**src/rtl/calc_pkg.sv**
```systemverilog
// ----------------------------------------------------------------------------
// calc_pkg
// Shared definitions for the calculator round-robin scheduler:
//   - calculator op encodings (add/sub/mul/div)
//   - scheduler state encoding
//   - result returned for a divide-by-zero job
//   - is_div_zero(): jobs the scheduler answers itself without the engine
// ----------------------------------------------------------------------------
package calc_pkg;

    localparam logic [1:0] OP_ADD = 2'd0;
    localparam logic [1:0] OP_SUB = 2'd1;
    localparam logic [1:0] OP_MUL = 2'd2;
    localparam logic [1:0] OP_DIV = 2'd3;

    localparam logic [1:0] S_IDLE  = 2'd0;
    localparam logic [1:0] S_ISSUE = 2'd1;
    localparam logic [1:0] S_WAIT  = 2'd2;
    localparam logic [1:0] S_RESP  = 2'd3;

    typedef enum logic [1:0] {
        ST_IDLE  = S_IDLE,
        ST_ISSUE = S_ISSUE,
        ST_WAIT  = S_WAIT,
        ST_RESP  = S_RESP
    } state_t;

    localparam logic [3:0] DIVZ_RESULT = 4'hF;

    function automatic logic is_div_zero(input logic [1:0] op, input logic [3:0] b);
        return (op == OP_DIV) && (b == 4'd0);
    endfunction

endpackage

```
**src/rtl/calc_rr_scheduler_if.sv**
```systemverilog
// ----------------------------------------------------------------------------
// calc_rr_scheduler_if
// Bundles the requester side and the engine side of the scheduler.
//   Requester side: req, req_a, req_b, req_op  -> scheduler
//                   grant, resp_valid, resp_data, resp_err <- scheduler
//   Engine side:    eng_start, eng_a, eng_b, eng_op <- scheduler
//                   eng_done, eng_result -> scheduler
// Modports: slave = the scheduler, master = requesters plus engine.
// ----------------------------------------------------------------------------
interface calc_rr_scheduler_if #(
    parameter int N = 4
);
    logic [N-1:0]   req;
    logic [4*N-1:0] req_a;
    logic [4*N-1:0] req_b;
    logic [2*N-1:0] req_op;
    logic [N-1:0]   grant;
    logic [N-1:0]   resp_valid;
    logic [3:0]     resp_data;
    logic           resp_err;
    logic           eng_start;
    logic [3:0]     eng_a;
    logic [3:0]     eng_b;
    logic [1:0]     eng_op;
    logic           eng_done;
    logic [3:0]     eng_result;

    modport master (
        output req, req_a, req_b, req_op, eng_done, eng_result,
        input  grant, resp_valid, resp_data, resp_err, eng_start, eng_a, eng_b, eng_op
    );

    modport slave (
        input  req, req_a, req_b, req_op, eng_done, eng_result,
        output grant, resp_valid, resp_data, resp_err, eng_start, eng_a, eng_b, eng_op
    );
endinterface

```
**src/rtl/rr_pick.sv**
```systemverilog
// ----------------------------------------------------------------------------
// rr_pick
// Combinational rotating-priority picker. Returns the first set bit of req
// searching ptr+1, ptr+2, ... modulo N.
//   req   in  N   request vector
//   ptr   in  PW  last served index
//   valid out 1   any request set
//   index out PW  winning requester
// ----------------------------------------------------------------------------
module rr_pick #(
    parameter int N  = 4,
    parameter int PW = $clog2(N)
) (
    input  logic [N-1:0]  req,
    input  logic [PW-1:0] ptr,
    output logic          valid,
    output logic [PW-1:0] index
);

    function automatic logic [PW-1:0] slot(input logic [PW-1:0] base, input int k);
        return PW'((int'(base) + k) % N);
    endfunction

    always_comb begin
        valid = 1'b0;
        index = '0;
        // Scan from the farthest candidate to the nearest so the nearest one wins.
        for (int k = N; k >= 1; k--) begin
            if (req[slot(ptr, k)]) begin
                valid = 1'b1;
                index = slot(ptr, k);
            end
        end
    end

endmodule

```
**src/rtl/calc_rr_scheduler.sv**
```systemverilog
// ----------------------------------------------------------------------------
// calc_rr_scheduler
// Shares one 4-bit calculator engine between N requesters in round-robin
// order. A job is latched in IDLE, issued in ISSUE, completed (or timed out)
// in WAIT and returned to its owner in RESP. Divide-by-zero jobs are answered
// directly with DIVZ_RESULT and an error, without starting the engine.
//   clk     in  system clock
//   resetn  in  asynchronous active-low reset
//   bus     slave modport of calc_rr_scheduler_if (requester + engine side)
// All outputs are decoded from registers only.
// ----------------------------------------------------------------------------
module calc_rr_scheduler
    import calc_pkg::*;
#(
    parameter int N       = 4,
    parameter int TIMEOUT = 64,
    parameter int TW      = 7
) (
    input  logic               clk,
    input  logic               resetn,
    calc_rr_scheduler_if.slave bus
);

    localparam int PW = $clog2(N);

    state_t          state;
    state_t          state_nxt;
    logic [PW-1:0]   ptr;
    logic [PW-1:0]   owner;
    logic [3:0]      a_q;
    logic [3:0]      b_q;
    logic [1:0]      op_q;
    logic [3:0]      result_q;
    logic            err_q;
    logic [TW-1:0]   timer;
    logic            pick_valid;
    logic [PW-1:0]   pick_idx;
    logic            divz;
    logic            timer_last;
    logic [N-1:0]    owner_onehot;

    rr_pick #(.N(N), .PW(PW)) u_pick (
        .req   (bus.req),
        .ptr   (ptr),
        .valid (pick_valid),
        .index (pick_idx)
    );

    assign divz         = is_div_zero(op_q, b_q);
    assign timer_last   = (timer == TW'(TIMEOUT - 1));
    assign owner_onehot = {{(N-1){1'b0}}, 1'b1} << owner;

    always_ff @(posedge clk or negedge resetn) begin
        if (!resetn) state <= ST_IDLE;
        else         state <= state_nxt;
    end

    always_comb begin
        // NOTE: assign a default before the case so no path leaves state_nxt unassigned (no latch).
        state_nxt = state;
        case (state)
            ST_IDLE:  if (pick_valid) state_nxt = ST_ISSUE;
            ST_ISSUE: state_nxt = divz ? ST_RESP : ST_WAIT;
            ST_WAIT:  if (bus.eng_done || timer_last) state_nxt = ST_RESP;
            ST_RESP:  state_nxt = ST_IDLE;
            default:  state_nxt = ST_IDLE;
        endcase
    end

    // result_q/err_q are written only on the way into RESP, so resp_data holds
    // the last response between jobs.
    always_ff @(posedge clk or negedge resetn) begin
        // NOTE: only a handful of control/data flops, so every one gets a reset value.
        if (!resetn) begin
            ptr      <= PW'(N - 1);
            owner    <= '0;
            a_q      <= '0;
            b_q      <= '0;
            op_q     <= '0;
            result_q <= '0;
            err_q    <= 1'b0;
            timer    <= '0;
        end else begin
            // NOTE: non-blocking assignments so every flop samples pre-edge values.
            case (state)
                ST_IDLE: begin
                    if (pick_valid) begin
                        owner <= pick_idx;
                        a_q   <= bus.req_a[{pick_idx, 2'b00} +: 4];
                        b_q   <= bus.req_b[{pick_idx, 2'b00} +: 4];
                        op_q  <= bus.req_op[{pick_idx, 1'b0} +: 2];
                    end
                end
                ST_ISSUE: begin
                    if (divz) begin
                        result_q <= DIVZ_RESULT;
                        err_q    <= 1'b1;
                    end else begin
                        timer <= '0;
                    end
                end
                ST_WAIT: begin
                    // A done pulse on the last timeout cycle still wins.
                    if (bus.eng_done) begin
                        result_q <= bus.eng_result;
                        err_q    <= 1'b0;
                    end else if (timer_last) begin
                        result_q <= 4'h0;
                        err_q    <= 1'b1;
                    end else begin
                        timer <= timer + 1'b1;
                    end
                end
                ST_RESP: ptr <= owner;
                default: ;
            endcase
        end
    end

    assign bus.grant      = (state == ST_ISSUE) ? owner_onehot : '0;
    assign bus.resp_valid = (state == ST_RESP)  ? owner_onehot : '0;
    assign bus.resp_data  = result_q;
    assign bus.resp_err   = (state == ST_RESP) && err_q;
    assign bus.eng_start  = (state == ST_ISSUE) && !divz;
    assign bus.eng_a      = a_q;
    assign bus.eng_b      = b_q;
    assign bus.eng_op     = op_q;

endmodule

```
**src/flat_wrapper.sv**
```systemverilog
// flat-port wrapper written by rule: the top's interface ports become plain ports
module calc_rr_scheduler_flat import calc_pkg::*;
#(
    parameter int N       = 4,
    parameter int TIMEOUT = 64,
    parameter int TW      = 7
)
  (clk, resetn, bus_req, bus_req_a, bus_req_b, bus_req_op, bus_eng_done, bus_eng_result, bus_grant, bus_resp_valid, bus_resp_data, bus_resp_err, bus_eng_start, bus_eng_a, bus_eng_b, bus_eng_op);
  calc_rr_scheduler_if #(.N(N)) bus_i ();
  input  logic clk;
  input  logic resetn;
  input wire logic [$bits(bus_i.req)-1:0] bus_req;
  input wire logic [$bits(bus_i.req_a)-1:0] bus_req_a;
  input wire logic [$bits(bus_i.req_b)-1:0] bus_req_b;
  input wire logic [$bits(bus_i.req_op)-1:0] bus_req_op;
  input wire logic [$bits(bus_i.eng_done)-1:0] bus_eng_done;
  input wire logic [$bits(bus_i.eng_result)-1:0] bus_eng_result;
  output wire logic [$bits(bus_i.grant)-1:0] bus_grant;
  output wire logic [$bits(bus_i.resp_valid)-1:0] bus_resp_valid;
  output wire logic [$bits(bus_i.resp_data)-1:0] bus_resp_data;
  output wire logic [$bits(bus_i.resp_err)-1:0] bus_resp_err;
  output wire logic [$bits(bus_i.eng_start)-1:0] bus_eng_start;
  output wire logic [$bits(bus_i.eng_a)-1:0] bus_eng_a;
  output wire logic [$bits(bus_i.eng_b)-1:0] bus_eng_b;
  output wire logic [$bits(bus_i.eng_op)-1:0] bus_eng_op;
  assign bus_i.req = bus_req;
  assign bus_i.req_a = bus_req_a;
  assign bus_i.req_b = bus_req_b;
  assign bus_i.req_op = bus_req_op;
  assign bus_i.eng_done = bus_eng_done;
  assign bus_i.eng_result = bus_eng_result;
  assign bus_grant = bus_i.grant;
  assign bus_resp_valid = bus_i.resp_valid;
  assign bus_resp_data = bus_i.resp_data;
  assign bus_resp_err = bus_i.resp_err;
  assign bus_eng_start = bus_i.eng_start;
  assign bus_eng_a = bus_i.eng_a;
  assign bus_eng_b = bus_i.eng_b;
  assign bus_eng_op = bus_i.eng_op;
  calc_rr_scheduler #(.N(N), .TIMEOUT(TIMEOUT), .TW(TW)) u_core (.clk(clk), .resetn(resetn), .bus(bus_i));
endmodule
```
**config.mk**
```make
export PLATFORM = sky130hd
export DESIGN_NAME = calc_rr_scheduler_flat
export DESIGN_NICKNAME = d
export VERILOG_FILES = /design/src/rtl/calc_pkg.sv /design/src/rtl/calc_rr_scheduler_if.sv /design/src/rtl/rr_pick.sv /design/src/rtl/calc_rr_scheduler.sv /design/src/flat_wrapper.sv
export SDC_FILE = /design/constraint.sdc
export NUM_CORES = 1
export LEC_CHECK = 0
export CORE_ASPECT_RATIO = 1.1
export CORE_MARGIN = 2
export CORE_UTILIZATION = 43
export DETAILED_ROUTE_END_ITERATION = 6
export PLACE_DENSITY = 0.86
export SYNTH_ARGS = -nofsm -noshare
export SYNTH_HDL_FRONTEND = slang
export SYNTH_SLANG_ARGS = --single-unit
```
**constraint.sdc**
```tcl
create_clock -name clk -period 2.3 [get_ports clk]
set_input_delay 0.69 -clock clk [delete_from_list [all_inputs] [get_ports clk]]
set_output_delay 0.69 -clock clk [all_outputs]
set_load 0.05 [all_outputs]
```
### Word-level counts from Yosys, hierarchy flattened

Index checks and enable logic that the tools add are counted.
Widths: inputs -> output; s select.

| storage, ports and cells | value |
|---|---|
| register bits | 28 |
| bits in latches | 0 |
| bits in writable memories | 0 |
| bits in read-only memories | 0 |
| input bits | 51 |
| output and inout port bits | 24 |
| memories kept | 0 |

| cells by class | value |
|---|---|
| $add $sub $neg | 5 |
| $mul | 0 |
| div/mod/pow operators | 0 |
| $lt $le $gt $ge | 4 |
| equality and inequality tests | 12 |
| shift-type cells | 4 |
| mux-type cells | 34 |
| bitwise operators | 0 |
| reduce and logical (&&, ||, !) cells | 12 |

Operator list:

| cell | number |
|---|---|
| $shiftx 16x5->4 | 2 |
| $mux 7 | 3 |
| $mux 4 | 5 |
| $pmux 7 s2 | 1 |
| $lt 2x3->1 const B | 4 |
| $mux 1 | 12 |
| $mux 2 | 6 |
| $bmux 1 s2 | 4 |
| $pmux 2 s4 | 1 |
| $pmux 4 s2 | 1 |
| $shiftx 8x4->2 | 1 |
| $add 7x1->7 const B | 1 |
| $eq 7x6->1 const B | 1 |
| $eq 2x2->1 const B | 3 |
| $ne 2x1->1 const B | 3 |
| $ne 2x2->1 const B | 3 |
| $add 2x1->2 const B | 2 |
| $add 2x2->2 const B | 2 |
| $logic_not 4->1 | 1 |
| $reduce_and 2->1 | 2 |
| $reduce_and 4->1 | 1 |
| $shl 1x2->4 const A | 1 |
| $logic_and 1x1->1 | 3 |
| $ne 3x2->1 const B | 1 |
| 7 further kinds | 7 |

### Logic depth before layout (Yosys ltp)

| logic depth | value |
|---|---|
| depth in word-level cells | 9 |
| depth in mapped cells | 7 |

### Modules after synthesis

A second synthesis with hierarchy kept.

| second synthesis, totals | value |
|---|---|
| cells, all modules | 181 |
| area total of the unflattened synthesis | 2013.2 um2 |

By module, submodules not included:

| module | times used | cells each | area an instance (um2) |
|---|---|---|---|
| calc_rr_scheduler | 1 | 167 | 1921.8 |
| rr_pick | 1 | 14 | 91.3 |

### Worst setup path after synthesis

OpenSTA, ideal clock, no wires.

| timing path | value |
|---|---|
| kind | register to output |
| start | register u_core.state[1] |
| end | output bus_grant[1] |
| arrival | 1925 ps |
| required time | 1610 ps |
| slack | -315 ps |
| cell stages (with the launch flop) | 5 |
| buffers on the path | 0 |
| path through | dfrtp_1 > inv_1 > ha_1 > inv_1 > nor3b_1 |

| on the way | value |
|---|---|
| longest elaborated chain between the ends | 2 |

Ends and longest elaborated chain:

| what | line | text |
|---|---|---|
| from (decl) | calc_rr_scheduler.sv:26 | `state_t state;` |
| from (signal assigned) | calc_rr_scheduler.sv:55 | `else state <= state_nxt;` |
| $eq 2x1->1 | calc_rr_scheduler.sv:120 | `assign bus.grant = (state == ST_ISSUE) ? owner_onehot : '0;` |
| $mux 4 | calc_rr_scheduler.sv:120 |  |
| to (decl) | flat_wrapper.sv:18 | `output wire logic [$bits(bus_i.grant)-1:0] bus_grant;` |

No other way between the ends.

### Worst setup path in the final report

| timing path | value |
|---|---|
| start | register u_core.state[1] |
| end | output bus_eng_start |

| on the way | value |
|---|---|
| longest elaborated chain between the ends | 2 |

Ends and longest elaborated chain:

| what | line | text |
|---|---|---|
| $eq 2x1->1 | calc_rr_scheduler.sv:124 | `assign bus.eng_start = (state == ST_ISSUE) && !divz;` |
| $logic_and 1x1->1 | calc_rr_scheduler.sv:124 |  |
| to (decl) | flat_wrapper.sv:22 | `output wire logic [$bits(bus_i.eng_start)-1:0] bus_eng_start;` |

No other way between the ends.

==> summary.md <==
| Metric | Value |
|---|---|
| Tmin final | `2.219 ns` |
| Setup Skew | `~0.0011 ns` |
| CTS Buf Count | `3` |
| DR vias | `1621` |
| Vias per inst | `5.229` |
| Initial DRT Pass Iterations | `4` |
| Avg Synthesized Cell Area | `10.15 um2` |
| Syn_nets | `between 200 and 250` |
| Number of synthesized register bits | `28` |
| Max-slew violations | `0` |
| Clk sinks | `28` |
| WL per Instance | `between 10 and 15 um` |
| Reg2reg path depth | `6` |
| Antenna cells | `0` |
| Largest net degree at the start of global routing | `29` |
| Global Route Usage Sum | `between 20% and 30%` |
| Drt initial violations | `between 50 and 60` |
| Root buf cell | `clkbuf_8` |
| Final Net Count | `roughly 320` |
| Wirelength, routed | `4.359 mm` |
| Die width | `~65 um` |
| Data required, critical path | `1.61 ns` |
| Cell-internal power | `a little over 2 mW` |
| CTS tree | `done` |
| Final RePlAce weighted congestion | `~0.9` |
| Die Ht | `roughly 72 um` |
| Headroom to the max-slew limit | `roughly two thirds` |
| Final period util | `96.49%` |
| Top-area cell type share of the netlist area | `36.41%` |
| DIE AREA | `around 0.0047 mm2` |
| Pwr dens | `approximately 1300 mW/mm2` |
| Area Overhead vs Synth | `60.08%` |
| Switch share | `46.64%` |
| Area leader, netlist | `dfrtp_1` |
| Reg clk slew, reported paths | `about 0.09 ns` |
| Vias in the first global route | `1658` |
| Net switching power | `roughly 1.8 mW` |
| Peak Freq | `about 450 MHz` |
| Clock buffer depth | `2` |
| Place WS | `-0.1954 ns` |
| Maxcap violations | `0` |
| Post-Syn Instances | `176` |
| Worst hold stages | `1` |
| Post-Place Cell Area | `0.002760 mm2` |
| Total power | `3.856 mW` |
| Syn. warnings | `0` |
| Worst setup margin | `just over 0.08 ns` |
| Crit Path Category | `reg2out` |
| Status | `complete, no violations` |
| Most used DFF post-synth | `dfrtp_1` |
| Commonest non-fill, non-tap cells in the layout | `62 x clkdlybuf4s50_1, 30 x nand2_1, 26 x dfrtp_1, 21 x mux2i_1, 12 x buf_12` |
| Multi-input gate area | `0.001042 mm2` |
| Worst Tran Pin Value | `between 0.5 and 0.6 ns` |
| Worst hold path class | `reg2reg` |
| Final core occ | `72.16%` |
| Clock share of power | `10.1%` |
| Latest clock arrival within the worst-skew pair | `about 0.28 ns` |
| Layout cell share with drive strength beyond 1 | `about a fifth` |
| DP HPWL | `approximately 3.5 mm` |
| PortBufs | `74` |
| Most common cell after layout, fill and taps aside | `clkdlybuf4s50_1` |
| Total core area | `between 0.003 and 0.004 mm2` |
| Synth cell types | `40` |
| Layout fillers | `280` |
| Sequential-to-total area share from yosys stat | `between 30% and 40%` |
| EDFF count, synth | `0` |
| RSZ-0062 raised after global routing | `yes` |
| LEAKAGE | `1.256 nW` |
| # rows | `24` |
| Crit start category | `register` |
| Cts hold-fix bufs | `0` |
| Seq. cell area | `roughly 700 um2` |
| Worst Setup End Kind | `primary output` |
| Post-Syn Area | `0.001787 mm2` |
| Peak supply drop | `a little over 0.8 mV` |
| First-pass GRT wire length | `roughly 7.4 mm` |
| Synth top area cells | `dfrtp_1 36%, mux2i_1 12%, o221ai_2 8.4%, nand2_1 6.3%, ha_1 4.2%` |
| Routed Antenna Nets | `0` |
| Final instance area | `0.002860 mm2` |
| Initial antenna violation count | `0` |
| Hold Vio Cnt, Final | `0` |
| IO Count | `75` |
| Critical path fanouts, max | `5` |
| Logic pwr share | `about two thirds` |
| Total setup buffers inserted after CTS | `0` |
| Reg power frac | `between 20% and 30%` |
| Initial core utilization | `45.08%` |
| Remaining DRCs | `0` |
| GR Overflow Total | `0` |
| Fraction of registers with async set or reset after synthesis | `100.0%` |
| Final setup fails | `0` |
| WP data arrival | `about 1.5 ns` |
| Htree depth | `1` |
sequential cells by signal, indices dropped and copies added (netlist names):
register	cells
u_core.owner	2
u_core.bus.eng_a	4
u_core.bus.eng_op	2
u_core.bus.resp_data	4
u_core.err_q	1
u_core.bus.eng_b	4
u_core.state	2
u_core.ptr	2
u_core.timer	7
critical path: stages, from the launching register on:
cell and delay [ns]:
dfrtp_1 0.43, inv_1 0.12, ha_2 0.22, inv_2 0.09
a31oi_4 0.22, buf_12 0.17
final timing paths:
kind	endpoint	start	slack, ns
max in group asynchronous	u_core.ptr[0]$_DFFE_PN1P_	resetn	1.22
min in group asynchronous	u_core.timer[0]$_DFFE_PN0P_	resetn	0.78
worst max register to register	u_core.timer[5]$_DFFE_PN0P_	u_core.timer[0]$_DFFE_PN0P_	0.55
worst min register to register	u_core.err_q$_DFFE_PN0P_	u_core.err_q$_DFFE_PN0P_	0.49
worst max-delay path	bus_eng_start	u_core.state[1]$_DFFE_PN0P_	0.08
worst min-delay path	u_core.err_q$_DFFE_PN0P_	u_core.err_q$_DFFE_PN0P_	0.49
synth_stat cells (2+ instances only):
cell type	instances
nand2_1	30
dfrtp_1	26
mux2i_1	21
o221ai_2	10
a21oi_1	7
o21ai_1	7
ha_1	6
inv_1	6
nor2_1	6
a21o_1	5
nand2b_1	4
and2_1	3
buf_2	3
clkbuf_1	3
nand3_1	3
o21a_1	3
a31oi_1	2
and3_1	2
buf_12	2
dfstp_2	2
nor3b_1	2
o21ai_0	2
o21ai_2	2
o22a_1	2
o31ai_1	2
per-layer routing:
metal	GRT usage [%]	share of wire (%)	vias up
li1	-	-	809
met1	25.25	41	756
met2	36.39	53	49
met3	2.983	4.5	7
met4	5.556	1.5	0
met5	0	0	-
cells by family after synthesis:
family                     Yosys count  share of synthesized area (%)
DFF                                 28                          39.36
and+or+nand+nor                     59                          16.32
muxes                               23                          13.03
adders and majority gates            6                          4.202
buffers and inverters               14                          4.972
AOI/OAI and AO/OA                   46                          22.13
through the flow:
stage | cells | hold WS (ns) | TNS [ns]
after floorplan | 176 | 0.3944 | 0
after global placement | 306 | 0.4523 | -2.081
after detailed placement | 306 | 0.4698 | -2.212
after CTS | 310 | 0.4953 | 0
after global routing | 310 | 0.5215 | -0.01331
final | 310 | 0.4937 | 0
cell type report:
cell class / instances / area share, %
multi-input cells: 134 / 36.44
repair buffers: 86 / 33.42
flip-flops and latches: 28 / 24.58
well taps: 52 / 2.275
clock buffers: 3 / 1.444
clock inverters: 1 / 1.050
inverters: 6 / 0.7874
power by group through the flow:
stage / clock [mW] / sequential [mW] / combinational, mW
floorplan: 0 / 1.29 / 1.30
global placement: 0 / 0.927 / 2.47
CTS: 0.397 / 0.933 / 2.54
global route: 0.418 / 0.972 / 2.71
detailed placement: 0 / 0.931 / 2.52
finish: 0.390 / 0.936 / 2.53
what timing repair did:
item / CTS / global route
hold endpoints to repair: 0 / 0
endpoints found under the setup margin: 1 / 17
pin swaps: 1 / 0
resized for setup: 1 / 6
(Power assumes the default switching activity.)
